<file path="src/rtl/exp_lut_loader_pkg.sv">
// Shared definitions for the exposure-curve LUT loader: default widths,
// knot count, reset knot value and the loader state encoding.
package exp_lut_loader_pkg;

  localparam int DW_Y_DEF   = 9;
  localparam int N_KNOT_DEF = 46;
  localparam int RST_Y_DEF  = 121;
  localparam int IDX_W      = 6;

  typedef enum logic [1:0] {
    ST_IDLE = 2'd0,
    ST_LOAD = 2'd1,
    ST_PEND = 2'd2,
    ST_ERR  = 2'd3
  } state_e;

endpackage

</file>
<file path="src/rtl/exp_lut_loader.sv">
// exp_lut_loader: writer side of the exposure-curve LUT.
// Knot words arrive over a valid/ready stream into a shadow bank, the curve
// is checked to be non-increasing, and a good table is copied to the active
// bank at the next frame_start so the interpolator never sees a mid-frame change.
//
// Ports
//   clk, rst_n          clock, async active-low reset
//   wr_start            restart load at knot 0 (highest priority)
//   wr_valid/wr_data    knot stream, y1_0 first; wr_ready is the accept
//   frame_start         frame boundary pulse, triggers the bank swap
//   tbl_pend            good shadow table waiting for frame_start
//   swap_done           1-cycle pulse when the active bank was updated
//   mono_err            sticky: last load had y[k] > y[k-1]
//   load_idx            next knot index to be written (saturates at N_KNOT-1)
//   y1_0..y1_45         active knots, registered
//
// state | meaning
// ------+--------------------------------------------------------------
// IDLE  | no load in progress, active bank stable
// LOAD  | accepting knot words into the shadow bank
// PEND  | shadow complete and monotonic, waiting for frame_start
// ERR   | last load violated monotonicity, waits for wr_start
module exp_lut_loader
  import exp_lut_loader_pkg::*;
#(
  parameter int DW_Y   = DW_Y_DEF,
  parameter int N_KNOT = N_KNOT_DEF,   // output ports are fixed at 46 knots
  parameter int RST_Y  = RST_Y_DEF
) (
  input  logic             clk,
  input  logic             rst_n,
  input  logic             wr_start,
  input  logic             wr_valid,
  input  logic [DW_Y-1:0]  wr_data,
  output logic             wr_ready,
  input  logic             frame_start,
  output logic             tbl_pend,
  output logic             swap_done,
  output logic             mono_err,
  output logic [IDX_W-1:0] load_idx,
  output logic [DW_Y-1:0]  y1_0,  y1_1,  y1_2,  y1_3,  y1_4,  y1_5,  y1_6,  y1_7,
  output logic [DW_Y-1:0]  y1_8,  y1_9,  y1_10, y1_11, y1_12, y1_13, y1_14, y1_15,
  output logic [DW_Y-1:0]  y1_16, y1_17, y1_18, y1_19, y1_20, y1_21, y1_22, y1_23,
  output logic [DW_Y-1:0]  y1_24, y1_25, y1_26, y1_27, y1_28, y1_29, y1_30, y1_31,
  output logic [DW_Y-1:0]  y1_32, y1_33, y1_34, y1_35, y1_36, y1_37, y1_38, y1_39,
  output logic [DW_Y-1:0]  y1_40, y1_41, y1_42, y1_43, y1_44, y1_45
);

  localparam logic [IDX_W-1:0] LAST_IDX = IDX_W'(N_KNOT - 1);
  localparam logic [DW_Y-1:0]  RST_WORD = DW_Y'(RST_Y);

  state_e                   state_q, state_d;
  logic [IDX_W-1:0]         load_idx_q, load_idx_d;
  logic                     viol_q, viol_d;
  logic [DW_Y-1:0]          prev_data_q, prev_data_d;
  logic [N_KNOT*DW_Y-1:0]   shadow_q, shadow_d;
  logic [N_KNOT*DW_Y-1:0]   active_q, active_d;
  logic                     swap_done_q, swap_done_d;
  logic                     mono_err_q, mono_err_d;
  logic                     viol_now;

  // wr_start drops any word offered in the same cycle.
  assign wr_ready  = (state_q == ST_LOAD) && !wr_start;
  assign tbl_pend  = (state_q == ST_PEND);
  assign swap_done = swap_done_q;
  assign mono_err  = mono_err_q;
  assign load_idx  = load_idx_q;

  always_comb begin
    state_d     = state_q;
    load_idx_d  = load_idx_q;
    viol_d      = viol_q;
    prev_data_d = prev_data_q;
    shadow_d    = shadow_q;
    active_d    = active_q;
    swap_done_d = 1'b0;
    mono_err_d  = mono_err_q;
    viol_now    = viol_q;

    if (wr_start) begin
      state_d    = ST_LOAD;
      load_idx_d = '0;
      viol_d     = 1'b0;
      mono_err_d = 1'b0;
    end else begin
      case (state_q)
        ST_LOAD: begin
          if (wr_valid) begin
            shadow_d[int'(load_idx_q)*DW_Y +: DW_Y] = wr_data;
            prev_data_d = wr_data;
            // prev_data_q holds knot k-1; knot 0 has no predecessor.
            viol_now = viol_q || ((load_idx_q != '0) && (wr_data > prev_data_q));
            viol_d   = viol_now;
            if (load_idx_q == LAST_IDX) begin
              state_d    = viol_now ? ST_ERR : ST_PEND;
              mono_err_d = viol_now;
            end else begin
              load_idx_d = load_idx_q + IDX_W'(1);
            end
          end
        end
        ST_PEND: begin
          if (frame_start) begin
            active_d    = shadow_q;
            swap_done_d = 1'b1;
            state_d     = ST_IDLE;
          end
        end
        default: ;
      endcase
    end
  end

  always_ff @(posedge clk or negedge rst_n) begin
    if (!rst_n) begin
      state_q     <= ST_IDLE;
      load_idx_q  <= '0;
      viol_q      <= 1'b0;
      prev_data_q <= '0;
      shadow_q    <= '0;
      active_q    <= {N_KNOT{RST_WORD}};
      swap_done_q <= 1'b0;
      mono_err_q  <= 1'b0;
    end else begin
      state_q     <= state_d;
      load_idx_q  <= load_idx_d;
      viol_q      <= viol_d;
      prev_data_q <= prev_data_d;
      shadow_q    <= shadow_d;
      active_q    <= active_d;
      swap_done_q <= swap_done_d;
      mono_err_q  <= mono_err_d;
    end
  end

  assign y1_0  = active_q[ 0*DW_Y +: DW_Y];
  assign y1_1  = active_q[ 1*DW_Y +: DW_Y];
  assign y1_2  = active_q[ 2*DW_Y +: DW_Y];
  assign y1_3  = active_q[ 3*DW_Y +: DW_Y];
  assign y1_4  = active_q[ 4*DW_Y +: DW_Y];
  assign y1_5  = active_q[ 5*DW_Y +: DW_Y];
  assign y1_6  = active_q[ 6*DW_Y +: DW_Y];
  assign y1_7  = active_q[ 7*DW_Y +: DW_Y];
  assign y1_8  = active_q[ 8*DW_Y +: DW_Y];
  assign y1_9  = active_q[ 9*DW_Y +: DW_Y];
  assign y1_10 = active_q[10*DW_Y +: DW_Y];
  assign y1_11 = active_q[11*DW_Y +: DW_Y];
  assign y1_12 = active_q[12*DW_Y +: DW_Y];
  assign y1_13 = active_q[13*DW_Y +: DW_Y];
  assign y1_14 = active_q[14*DW_Y +: DW_Y];
  assign y1_15 = active_q[15*DW_Y +: DW_Y];
  assign y1_16 = active_q[16*DW_Y +: DW_Y];
  assign y1_17 = active_q[17*DW_Y +: DW_Y];
  assign y1_18 = active_q[18*DW_Y +: DW_Y];
  assign y1_19 = active_q[19*DW_Y +: DW_Y];
  assign y1_20 = active_q[20*DW_Y +: DW_Y];
  assign y1_21 = active_q[21*DW_Y +: DW_Y];
  assign y1_22 = active_q[22*DW_Y +: DW_Y];
  assign y1_23 = active_q[23*DW_Y +: DW_Y];
  assign y1_24 = active_q[24*DW_Y +: DW_Y];
  assign y1_25 = active_q[25*DW_Y +: DW_Y];
  assign y1_26 = active_q[26*DW_Y +: DW_Y];
  assign y1_27 = active_q[27*DW_Y +: DW_Y];
  assign y1_28 = active_q[28*DW_Y +: DW_Y];
  assign y1_29 = active_q[29*DW_Y +: DW_Y];
  assign y1_30 = active_q[30*DW_Y +: DW_Y];
  assign y1_31 = active_q[31*DW_Y +: DW_Y];
  assign y1_32 = active_q[32*DW_Y +: DW_Y];
  assign y1_33 = active_q[33*DW_Y +: DW_Y];
  assign y1_34 = active_q[34*DW_Y +: DW_Y];
  assign y1_35 = active_q[35*DW_Y +: DW_Y];
  assign y1_36 = active_q[36*DW_Y +: DW_Y];
  assign y1_37 = active_q[37*DW_Y +: DW_Y];
  assign y1_38 = active_q[38*DW_Y +: DW_Y];
  assign y1_39 = active_q[39*DW_Y +: DW_Y];
  assign y1_40 = active_q[40*DW_Y +: DW_Y];
  assign y1_41 = active_q[41*DW_Y +: DW_Y];
  assign y1_42 = active_q[42*DW_Y +: DW_Y];
  assign y1_43 = active_q[43*DW_Y +: DW_Y];
  assign y1_44 = active_q[44*DW_Y +: DW_Y];
  assign y1_45 = active_q[45*DW_Y +: DW_Y];

endmodule
</file>
<file path="config.mk">
export PLATFORM = sky130hd
export DESIGN_NAME = exp_lut_loader
export DESIGN_NICKNAME = d
export VERILOG_FILES = /design/src/rtl/exp_lut_loader_pkg.sv /design/src/rtl/exp_lut_loader.sv
export SDC_FILE = /design/constraint.sdc
export NUM_CORES = 1
export LEC_CHECK = 0
export ABC_AREA = 1
export CAP_MARGIN = 25
export CORE_UTILIZATION = 57
export CTS_CLUSTER_SIZE = 8
export DETAILED_ROUTE_END_ITERATION = 8
export PLACE_DENSITY = 0.82
export SETUP_SLACK_MARGIN = 0.02
export SLEW_MARGIN = 20
export SYNTH_ARGS = -nofsm -noshare
export SYNTH_HDL_FRONTEND = slang
export SYNTH_SLANG_ARGS = --single-unit
</file>
<file path="constraint.sdc">
create_clock -name clk -period 5.5 [get_ports clk]
set_clock_uncertainty 0.2 [all_clocks]
set_input_delay 1.1 -clock clk [delete_from_list [all_inputs] [get_ports clk]]
set_output_delay 1.1 -clock clk [all_outputs]
set_load 0.005 [all_outputs]
</file>
# == Word level (Yosys, flattened, before mapping) ==
# Index checks and enable logic that the tools add are counted.
# W data, S select, Z words.
# op_classes
n_lt_le_gt_ge,1
n_addsub,2
n_mul,1
eq_ne,7
n_shift,2
bitwise,1
reduce_logical,15
muxes,21
# op_table
operator,count
$bwmux W414,1
$shift A9 B33 Y414 const A,1
$shiftx A9 B33 Y414,1
$neg A10 Y33,1
$mux W6,4
$reduce_and A3 Y1,4
$mux W1,11
$mul A6 B4 Y10 const B,1
$gt A9 B9 Y1,1
$mux W2,4
$add A6 B1 Y6 const B,1
$eq A6 B6 Y1 const B,1
$ne A3 B3 Y1 const B,2
$reduce_bool A2 Y1,3
$reduce_bool A6 Y1,1
$pmux W2 S2,1
$reduce_and A4 Y1,1
$ne A3 B2 Y1 const B,1
$reduce_bool A3 Y1,1
$eq A2 B1 Y1 const B,1
$eq A2 B2 Y1 const B,1
$logic_and A1 B1 Y1,2
$ne A2 B2 Y1 const B,1
$reduce_and A2 Y1,1
other kinds (3),3
# word_totals
ff_bits,848
in_bits,14
output_inout_bits,424

# == Depth between registers and ports, before layout ==
# depth
ltp_word,8
ltp_mapped,16
ltp_nobuf,13

# == Worst setup path after synthesis ==
# OpenSTA, ideal clock, no wires.
# synth_timing
path_type,register -> register
start,"register load_idx_q[0], in the netlist load_idx[0]"
end,register shadow_q[18]
slack_ns,2.839
arrival_ns,2.341
path_stages_with_launch,13
synth_period_minus_slack_ns,2.661
cell_sequence,dfrtp_1 -> inv_2 -> clkbuf_1 -> ha_1 -> nand2_2 -> o21ai_2 -> nand2_4 -> nor2_2 -> nand2_4 -> buf_12 -> buf_4 -> o21ai_0 -> nand2_1
# synth_via
elab_chain_len,4
elab_cells_between_ends,5
cone_classes,add/sub: 1; mul: 1; shift: 2; mux: 1
# synth_lines
item,line,source
from (decl),exp_lut_loader.sv:53,"logic [IDX_W-1:0] load_idx_q, load_idx_d;"
from (signal assigned),exp_lut_loader.sv:126,load_idx_q <= load_idx_d;
$mul A6 B4 Y10 *,exp_lut_loader.sv:89,shadow_d[int'(load_idx_q)*DW_Y +: DW_Y] = wr_data;
$neg A10 Y33 *,exp_lut_loader.sv:89,
$shiftx A9 B33 Y414 / $shift A9 B33 Y414 (equally long branches),exp_lut_loader.sv:89,
$bwmux W414 *,exp_lut_loader.sv:89,
to (signal assigned),exp_lut_loader.sv:129,shadow_q <= shadow_d;
to (decl),exp_lut_loader.sv:56,"logic [N_KNOT*DW_Y-1:0] shadow_q, shadow_d;"
# Mark *: on every way between the ends. The rest lies on a longest branch, timed or not.
# A chain may end at the register's enable or synchronous reset.

# == Final worst setup path ==
# layout_timing
start,"register load_idx_q[0], in the netlist load_idx[0]"
end,register shadow_q[341]
# Same word-level chain as after synthesis.

==> impl_metrics.py <==
metrics = {
    "worst_setup_path": {
        "cp_common_cell": "nand2_1",
        "crit_start": "load_idx[0]$_DFFE_PN0P_",
        "cp-start-kind": "register",
        "crit_arrival_ns": 4.29,
        "rrSetupSlack_ns": 1.55,
        "cp_max_fo": 33,
        "cp_slowest_cell": "dfrtp_1",
        "worstSetupEndpointType": "register",
        "crit_type": "reg2reg",
        "max_stage_delay_ns": 0.64,
        "rr_worst_depth": 12,
        "worst-endpoint-required_ns": 5.84,
        "r2r_start": "load_idx[0]$_DFFE_PN0P_",
        "cp-endpoint": "shadow_q[341]$_DFFE_PN0P_",
        "crit_path_cell_trace": "inv_2 -> ha_1 -> inv_1 -> nand2_1 -> nand2_2 -> inv_2 -> nor2_1 -> nand2_1 -> nor2_2 -> nand2_1 -> nand2_1 -> nand2_1",
        "r2r-end": "shadow_q[341]$_DFFE_PN0P_",
    },
    "pwr": {
        "comb_power_share_pct": 20.2,
        "power_per_cell_area_nw_per_um2": 432,
        "seqPwrFrac_pct": 43.6,
        "p_switching_uw": 5430,
        "total_power_uw": 18300,
        "p_sw_share_pct": 29.7,
        "leakage_uw": 0.0210,
        "p_int_uw": 12800,
        "p_clk_share_pct": 36.2,
        "irDropWorstVdd_mv": 0.325,
    },
    "finish": {
        "final_cells": 5055,
        "nets": 4212,
        "area_delta_synth_final_pct": 24.6,
        "final_core_util_pct": 71.7,
        "num_antenna_cells": 0,
        "n_fill_cell": 4154,
        "drive_above_1_share_pct": 10.9,
    },
    "drt": {
        "firstDrtPassIters": 6,
        "route.vias.total": 28000,
        "viasPerCell": 5.53,
        "wirelength_um": 102000,
        "drt_iter0_markers": 2831,
        "wl_per_cell_um": 20.1,
        "ant_nets": 0,
        "drc": 0,
    },
    "floorplanning": {
        "initial_core_util_pct": 57.5,
        "die_w_um": 246,
        "dieArea_um2": 60400,
        "die_h_um": 246,
        "ioPinCount": 438,
        "coreArea_um2": 58900,
        "row_count": 89,
    },
    "outcome": {
        "outcome": "finished clean",
    },
    "timing": {
        "min_period_ns": 3.95,
        "tightestPinTransition_ns": 1.05,
        "finalHoldViolCount": 0,
        "maxSlewViolCount": 0,
        "setup_viol": 0,
        "rsz0062_at_grt": "false",
        "timing.final.crit_share_pct": 71.8,
        "fmax_mhz": 253,
        "holdWs_ns": 0.259,
        "fin_setup_tns_ns": 0,
        "slew_headroom_pct": 29.6,
    },
    "place": {
        "gp_congestion": 0.880,
        "numPlacedInstances": 4839,
        "io_buffers": 437,
        "place_hpwl_um": 66100,
    },
    "synth": {
        "synth_edf_count": 0,
        "yosys_warnings": 0,
        "synthDistinctLibCells": 38,
        "netlist_top_cells_area": "dfrtp_1 46%, nand2_1 19%, dfstp_2 18%",
        "synth_xor_area_share_pct": 0.0258,
        "ys_top_cells_by_count": "1749 x nand2_1, 618 x dfrtp_1, 230 x dfstp_2",
        "synth_flop_cell": "dfrtp_1",
        "netlist_instances": 3770,
        "yosys.area.top_type": "dfrtp_1",
        "synth.most_common_cell": "nand2_1",
        "synthMuxAreaShare_pct": 0,
        "synth_area_per_cell_um2": 8.99,
        "synth-adder-area-share_pct": 0.554,
        "ys_ff_latch": 848,
        "synth_compound_area_share_pct": 5.43,
        "yosysTopAreaCellShare_pct": 45.6,
        "synth-async-reset-ratio_pct": 100,
        "synth_seq_area_share_pct": 63.5,
        "synth-simple-area-share_pct": 25.6,
        "syn_nets": 3799,
        "synth_top_family_by_area": "simple AND/OR/NAND/NOR gates",
        "synth.cell_area_um2": 33900,
    },
    "clock_tree": {
        "post_cts_buffers": 0,
        "htreeDepth": 3,
        "insertion_delay_ns": 0.66,
        "cts.sinks": 848,
        "cts_tree": "built",
        "cts_buffers": 115,
        "cts-resized-gates": 0,
        "path_clk_slew_ns": 0.05,
        "clock_path_buffers": 3,
        "cts_root_buf": "clkbuf_16",
        "hold_buffers": 0,
    },
    "global_route": {
        "grt_max_degree": 125,
        "grt_pass1_wl_um": 156000,
        "grt_pass1_vias": 27500,
        "grt.overflow.total": 0,
        "antenna_found_initial": 0,
        "track_usage_pct": 34.0,
    },
    "min_path": {
        "holdCritPathClass": "reg2reg",
    },
    "job": {
        "cap_violations": 0,
    },
}
==> flip-flops by register name, indices dropped and copies added, names as in the netlist <==
signal,count
active_q,414
shadow_q,414
prev_data_q,9
load_idx,6
state_q,2
mono_err,1
swap_done,1
viol_q,1
==> cells by family after synthesis <==
group | after synthesis
buf+inv | 399
flops | 848
simple gates | 2142
xor+xnor | 1
fa+ha+maj | 15
compound gates | 365
==> layout by cell type, fill, tap and decap left out, types with 15 or more instances in the layout <==
cell and count:
clkbuf_1 94, nand2_2 23, inv_1 201, nand4_1 60, o21ai_0 222, nor3_1 18, ha_1 15, nand3_1 140
nor2_1 114, nand2_1 1749, buf_4 26, dfrtp_1 618, dfstp_2 230, clkbuf_16 118, clkdlybuf4s50_1 436, o21ai_1 134
==> worst max-delay path: cells and delay by family, from the launching register on <==
| kind | cells | cell delay (ns) |
|---|---|---|
| DFF | 1 | 0.64 |
| adders and majority gates | 1 | 0.32 |
| and+or+nand+nor | 8 | 2.11 |
| buffers and inverters | 3 | 0.55 |
==> power by group through the flow <==
stage          clock [uW]  combinational, uW  sequential, uW
2_1_floorplan           0               1690            7880
3_3_place_gp            0               3510            8010
3_5_place_dp            0               3610            8010
4_1_cts              6650               3660            7950
5_1_grt              6950               4010            8040
6_report             6600               3680            7970
==> worst min-delay path by stage <==
stage	startpoint	to	slack (ns)	depth (start not counted)
6_report	active_q[357]$_DFFE_PN1P_	active_q[357]$_DFFE_PN1P_	0.26	2
5_1_grt	active_q[54]$_DFFE_PN1P_	active_q[54]$_DFFE_PN1P_	0.27	2
4_1_cts	active_q[54]$_DFFE_PN1P_	active_q[54]$_DFFE_PN1P_	0.26	2
3_5_place_dp	active_q[54]$_DFFE_PN1P_	active_q[54]$_DFFE_PN1P_	0.25	2
3_3_place_gp	active_q[39]$_DFFE_PN1P_	active_q[39]$_DFFE_PN1P_	0.25	2
2_1_floorplan	state_q[1]$_DFFE_PN0P_	state_q[1]$_DFFE_PN0P_	0.24	2
==> metrics by stage <==
stage | setup WS (ns) | instance area [um2]
2_1_floorplan | 2.84 | 33900
3_3_place_gp | 1.54 | 38800
3_5_place_dp | 1.41 | 38900
4_1_cts | 1.62 | 42200
5_1_grt | 1.18 | 42200
6_report | 1.55 | 42200
==> routing by layer <==
layer / vias up / wire length, um / track usage (%)
li1: 12700 / - / -
met1: 13700 / 40400 / 46.5
met2: 1336 / 47900 / 52.6
met3: 237 / 8890 / 6.70
met4: 0 / 4420 / 16.3
met5: - / 0 / 0
==> area by class of cell <==
class | count | area [um2] | area share [%]
clock inverter | 4 | 57.6 | 0.136
sequential | 848 | 21500 | 50.9
clock buffer | 212 | 3310 | 7.83
timing repair buffer | 476 | 4820 | 11.4
inverter | 219 | 837 | 1.98
multi-input combinational | 2523 | 10700 | 25.4
tap | 773 | 967 | 2.29
Note: power is estimated with default switching activity, not from simulation.
